--- config.mk ---
export PLATFORM = sky130hd
export DESIGN_NAME = mux_scan
export DESIGN_NICKNAME = d
export VERILOG_FILES = /design/src/rtl/mux_scan.sv
export SDC_FILE = /design/constraint.sdc
export NUM_CORES = 1
export LEC_CHECK = 0
export BUFFER_PORTS_ARGS = -buffer_cell sky130_fd_sc_hd__buf_2
export CORE_MARGIN = 2
export CORE_UTILIZATION = 57
export DETAILED_ROUTE_END_ITERATION = 6
export GPL_ROUTABILITY_DRIVEN = 0
export PLACE_DENSITY = 0.81
export SYNTH_ARGS = -nofsm -noshare
export SYNTH_HDL_FRONTEND = slang
export SYNTH_SLANG_ARGS = --single-unit
--- constraint.sdc ---
create_clock -name clk -period 3.85 [get_ports clk]
set_clock_uncertainty 0.15 [all_clocks]
set_input_delay 0.1925 -clock clk [delete_from_list [all_inputs] [get_ports clk]]
set_output_delay 0.1925 -clock clk [all_outputs]
set_load 0.03 [all_outputs]
--- src/rtl/mux_scan.sv ---
// Sequencer that walks a 4:1 data selector through channels 0..3 and assembles the returned bits into a word.
// Build option: define MUX_SCAN_AUTO_EN to restart the scan directly after each DONE handshake.
module mux_scan #(
  parameter int SETTLE = 1
) (
  input  logic       clk,
  input  logic       rst,
  input  logic       start,
  output logic [1:0] sel,
  input  logic       y_in,
  output logic [3:0] word,
  output logic       word_valid,
  input  logic       word_ready,
  output logic       busy
);

  typedef enum logic [1:0] {
    ST_IDLE   = 2'd0,
    ST_SETTLE = 2'd1,
    ST_SAMPLE = 2'd2,
    ST_DONE   = 2'd3
  } state_t;

  // With no settle time a channel is sampled on the edge right after its select change.
  localparam state_t     FIRST_C       = (SETTLE > 0) ? ST_SETTLE : ST_SAMPLE;
  localparam logic [3:0] SETTLE_LAST_C = (SETTLE > 0) ? 4'(SETTLE - 1) : 4'd0;

  state_t     state_r;
  logic [1:0] sel_r;
  logic [3:0] cnt_r;
  logic [3:0] word_r;
  logic       valid_r;
  logic       busy_r;

  assign sel        = sel_r;
  assign word       = word_r;
  assign word_valid = valid_r;
  assign busy       = busy_r;

  // Scan state machine; every output comes straight from a register.
  always_ff @(posedge clk) begin
    if (rst) begin
      state_r <= ST_IDLE;
      sel_r   <= 2'd0;
      cnt_r   <= 4'd0;
      word_r  <= 4'd0;
      valid_r <= 1'b0;
      busy_r  <= 1'b0;
    end else begin
      case (state_r)
        ST_IDLE: begin
          if (start) begin
            sel_r   <= 2'd0;
            cnt_r   <= 4'd0;
            state_r <= FIRST_C;
            busy_r  <= 1'b1;
          end else begin
            sel_r  <= 2'd0;
            busy_r <= 1'b0;
          end
        end
        ST_SETTLE: begin
          if (cnt_r == SETTLE_LAST_C) begin
            state_r <= ST_SAMPLE;
          end else begin
            cnt_r <= cnt_r + 4'd1;
          end
        end
        ST_SAMPLE: begin
          word_r[sel_r] <= y_in;
          if (sel_r == 2'd3) begin
            sel_r   <= 2'd0;
            valid_r <= 1'b1;
            state_r <= ST_DONE;
          end else begin
            sel_r   <= sel_r + 2'd1;
            cnt_r   <= 4'd0;
            state_r <= FIRST_C;
          end
        end
        ST_DONE: begin
          if (valid_r && word_ready) begin
            valid_r <= 1'b0;
`ifdef MUX_SCAN_AUTO_EN
            sel_r   <= 2'd0;
            cnt_r   <= 4'd0;
            state_r <= FIRST_C;
`else
            busy_r  <= 1'b0;
            state_r <= ST_IDLE;
`endif
          end else begin
            sel_r <= 2'd0;
          end
        end
        default: begin
          state_r <= ST_IDLE;
          sel_r   <= 2'd0;
          cnt_r   <= 4'd0;
          valid_r <= 1'b0;
          busy_r  <= 1'b0;
        end
      endcase
    end
  end

endmodule

==> Word level (Yosys, flattened, before mapping) <==
Index checks and enable logic that the tools add are counted.
{ "op_classes": {"addsub": 2, "magnitude_cmp": 2, "n_eq_ne": 11, "n_mux": 20, "n_reduce_logical": 13} }
{ "op_table": {"columns": ["cell", "count"], "rows": [
  ["2-bit != test, second input constant", 7],
  ["2-bit 2-to-1 mux", 6],
  ["4-bit 2-to-1 mux", 3],
  ["4-bit case mux with 3 select lines", 1],
  ["2-bit case mux with 4 select lines", 1],
  ["2-bit equality test, second input constant", 3],
  ["2-bit case mux with 3 select lines", 1],
  ["3-bit AND reduction", 2],
  ["3-bit nonzero test", 2],
  ["4-bit by 1-bit adder with 4-bit output, second input constant", 1],
  ["4-bit bitwise mux", 1],
  ["4-bit zero test", 1],
  ["1-bit 2-to-1 mux", 4],
  ["1-bit case mux with 2 select lines", 2],
  ["2-bit AND reduction", 2],
  ["4-bit AND reduction", 1],
  ["2-bit nonzero test", 2],
  ["2-bit by 3-bit less-than comparator with 1-bit output, second input constant", 1],
  ["2-bit by 1-bit adder with 2-bit output, second input constant", 1],
  ["1-bit demux with 2-bit select", 1],
  ["2-bit by 1-bit equality test with 1-bit output, second input constant", 1],
  ["2-bit by 1-bit >= comparator with 1-bit output, second input constant", 1],
  ["1-bit logical AND", 2],
  ["2-bit zero test", 1]
]} }
{ "totals": {"reg_bits": 14, "inputBits": 5, "out_inout_bits": 8, "wordCells": 54} }

==> Logic depth before layout (Yosys ltp) <==
{ "depth": {"ltp_word": 5, "depth_mapped": 6, "mapped_depth_nobuf": 6} }

==> Worst setup path after synthesis <==
OpenSTA, ideal clock, no wires.
{ "synth_timing": {"path_kind": "register to register", "start": "reg sel_r[0], in the netlist sel[0]", "end": "reg cnt_r[1]", "setup_time_ps": 128, "t_arrival_ps": 1208, "required_time_ps": 3572, "path_slack_ps": 2364, "path_stages_with_launch": 6, "path_buffers": 0, "synth_period_minus_slack_ps": 1486, "path_cell_list": "dfxtp_1 ha_1 nor3b_2 a21oi_2 a22oi_1 nor2_1"} }
{ "synth_via": {"elab_chain_len": 3} }
{ "synth_lines": {"columns": ["element", "line_no", "rtl"], "rows": [
  ["start, declared", "29", "logic [1:0] sel_r;"],
  ["start signal, assigned", "76", "sel_r <= sel_r + 2'd1;"],
  ["2-bit equality test", "71", "if (sel_r == 2'd3) begin"],
  ["2-bit != test (no line)", null, null],
  ["4-bit AND reduction (no line)", null, null],
  ["end signal, assigned", "66", "cnt_r <= cnt_r + 4'd1;"],
  ["end, declared", "30", "logic [3:0] cnt_r;"]
]} }
Every way passes these cells.
A chain may end at the register's enable or synchronous reset.

==> Worst setup path in the final report <==
{ "layout_timing": {"start": "reg state_r[1]", "end": "reg state_r[1]"} }
{ "layout_via": {"elab_chain_len": 3, "elab_cells_between_ends": 9, "classes_between": "6 x eq/ne; 1 x mux; 2 x reduce/logical"} }
{ "layout_lines": {"columns": ["element", "line_no", "rtl"], "rows": [
  ["start, declared", "28", "state_t state_r;"],
  ["start signal, assigned", "43", "state_r <= ST_IDLE;"],
  ["start signal, assigned", "55", "state_r <= FIRST_C;"],
  ["start signal, assigned", "64", "state_r <= ST_SAMPLE;"],
  ["2-bit equality test, or another cell as far along", "50", "case (state_r)"],
  ["2-bit != test (no line)", null, null],
  ["3-bit AND reduction (no line)", null, null]
]} }
Parallel ways exist; a longest one is shown, timed or not.

==> flow_summary.ini <==
[grt]
grt_max_degree = 13
antenna_found_initial = 0
grt_remaining_overflow = 0
grt_pass1_wl_mm = 1.93
grt_pass1_vias = 492
grt_usage_pct = 17.9

[critical_path]
worstSetupEndpointType = register
cp_max_fo = 10
criticalPathCategory = register to register
arrival_ns = 1.53
worst-path-stages = 3
cpPeakStageDelay_ns = 0.53
critPathBufInv = 0
cp_top_family = flip-flops
cpMaxStageDelayCell = dfxtp_1
cp_cell_sequence = nor2b_2, nand2_1, a211oi_2
rr_worst_depth = 3
start_kind = register
crit_required_ns = 3.90

[worst_hold_path]
whs_path_depth = 3
hold_class = input pin to register

[floorplan]
ioPinCount = 13
die_area_um2 = 1640
core-area_um2 = 1270
die_h_um = 40.5
start_util_pct = 60.0
dieWidth_um = 40.5
core.rowCount = 13

[sta]
drv_slew = 0
worst_pin_slew_ns = 0.356
setup_viol = 0
holdWs_ns = 0.0483
clock.fmax_ghz = 0.674
setup-tns-final_ns = 0
finalHoldViolations = 0
rsz0062_at_grt = no
slew_headroom_pct = 76.1
fin_crit_sh_pct = 38.5
fin_crit_ns = 1.48

[synthesis]
yosysMostFrequentCell = nand2_1
async_reset_ff_share_pct = 0
yosysSeqAreaShare_pct = 36.8
synth_ff_type = dfxtp_1
ys_types = 28
syn_area_per_cell_um2 = 8.55
synth_top_area_cell = dfxtp_1
synth_edf_count = 0
syn_area_um2 = 761
ys_warn_count = 0
ys_top_cells_by_count = 15 x nand2_1, 14 x dfxtp_1, 8 x a21oi_1, 8 x nor2_1
ys_ff_latch = 14
synth_fp_nets = 100
synth.area.top_cells = dfxtp_1 37%, ha_1 9.9%, nand2_1 7.4%
synth_top_area_share_pct = 36.8
syn-instance-count = 89

[clock_network]
htree_levels = 1
cts_sinks = 14
numCtsBuffers = 3
cts_setup_buffers = 0
clock_path_buffers = 2
cts-root-buf = clkbuf_4
cts_resized = 0
cts_tree = built
clk_pin_slew_ns = 0.08
worstSkewPairLatency_ns = 0.27
cts_hold_buf = 0

[route]
drt-vias-per-instance = 5.22
dr.pass1.iters = 4
drtIter0Drc = 6
wl_per_cell_um = 11.2
drc = 0
drt_wl_total_mm = 1.29
ant_nets = 0
vias = 600

[cells_and_area]
nets = 113
syn2layout_area_growth_pct = 8.88
fin_area_um2 = 828
diodes = 0
drive_above_1_share_pct = 22.0

[run]
max-cap-violations = 0

[power]
peakVddDrop_mv = 0.222
leakage_nw = 0.334
power_density_nw_per_um2 = 319
finalPower_uw = 264

[status]
status = finished clean

[placement]
dpl_cell_area_um2 = 806
hpwl_mm = 1.01
io_buffers = 12
-- per-layer routing --
layer / wire, um / global-route usage [%] / vias to the layer above
li1: - / - / 318
met1: 600 / 21.1 / 274
met2: 648 / 30.2 / 6
met3: 30 / 3.33 / 2
met5: 0 / 0 / -
met4: 10 / 10.0 / 0
-- cells in the final DEF, fill, tap and decap left out, types with 2 or more instances in the layout --
cell,n
a21oi_1,8
a22oi_1,2
buf_2,12
clkbuf_4,3
dfxtp_1,14
ha_1,6
inv_1,7
mux2i_1,2
nand2_1,15
nand3_1,7
nor2_1,8
-- area by class of cell --
type / instances / area (um^2)
clock buffers: 3 / 22.5
fillers: 125 / 440
inverters: 7 / 26.3
multi-input cells: 64 / 420
flip-flops and latches: 14 / 280
well taps: 15 / 18.8
repair buffers: 12 / 60.1
-- final timing paths --
check / to / from / slack [ns]
max reg2reg: state_r[1]$_SDFFE_PP0P_ / state_r[1]$_SDFFE_PP0P_ / 2.37
min: word[1]$_SDFFE_PP0P_ / y_in / 0.05
max: state_r[1]$_SDFFE_PP0P_ / state_r[1]$_SDFFE_PP0P_ / 2.37
min reg2reg: word[1]$_SDFFE_PP0P_ / word[1]$_SDFFE_PP0P_ / 0.30
-- where the power goes --
group,total [mW],leakage (nW),internal [mW],switching (mW)
Sequential,0.155,0.113,0.148,0.00617
Combinational,0.0312,0.207,0.0133,0.0179
Clock,0.0788,0.0138,0.0362,0.0426
Total,0.264,0.334,0.198,0.0666
-- sequential cells by signal, indices dropped and copies added, names as in the netlist --
register,count
sel,2
cnt_r,4
state_r,2
word,4
busy,1
word_valid,1
-- worst min-delay path, stage by stage --
cell and delay, ns:
buf_2 0.12, nand3_1 0.06, a21oi_1 0.05
-- cells by family after synthesis --
group,Yosys count,synth area share [%]
simple gates,38,25.3
mux,2,2.63
flops,14,36.8
buf+inv,11,7.90
compound gates,18,17.4
fa+ha+maj,6,9.87
-- metrics by stage --
stage / cells / util [%] / setup WS (ns)
2_1_floorplan: 89 / - / 2.36
3_3_place_gp: 112 / 63.5 / 2.39
3_5_place_dp: 112 / 63.5 / 2.36
4_1_cts: 115 / 65.3 / 2.35
5_1_grt: 115 / 65.3 / 2.27
6_report: 115 / 65.3 / 2.37
Power figures use the tool's default switching activity.
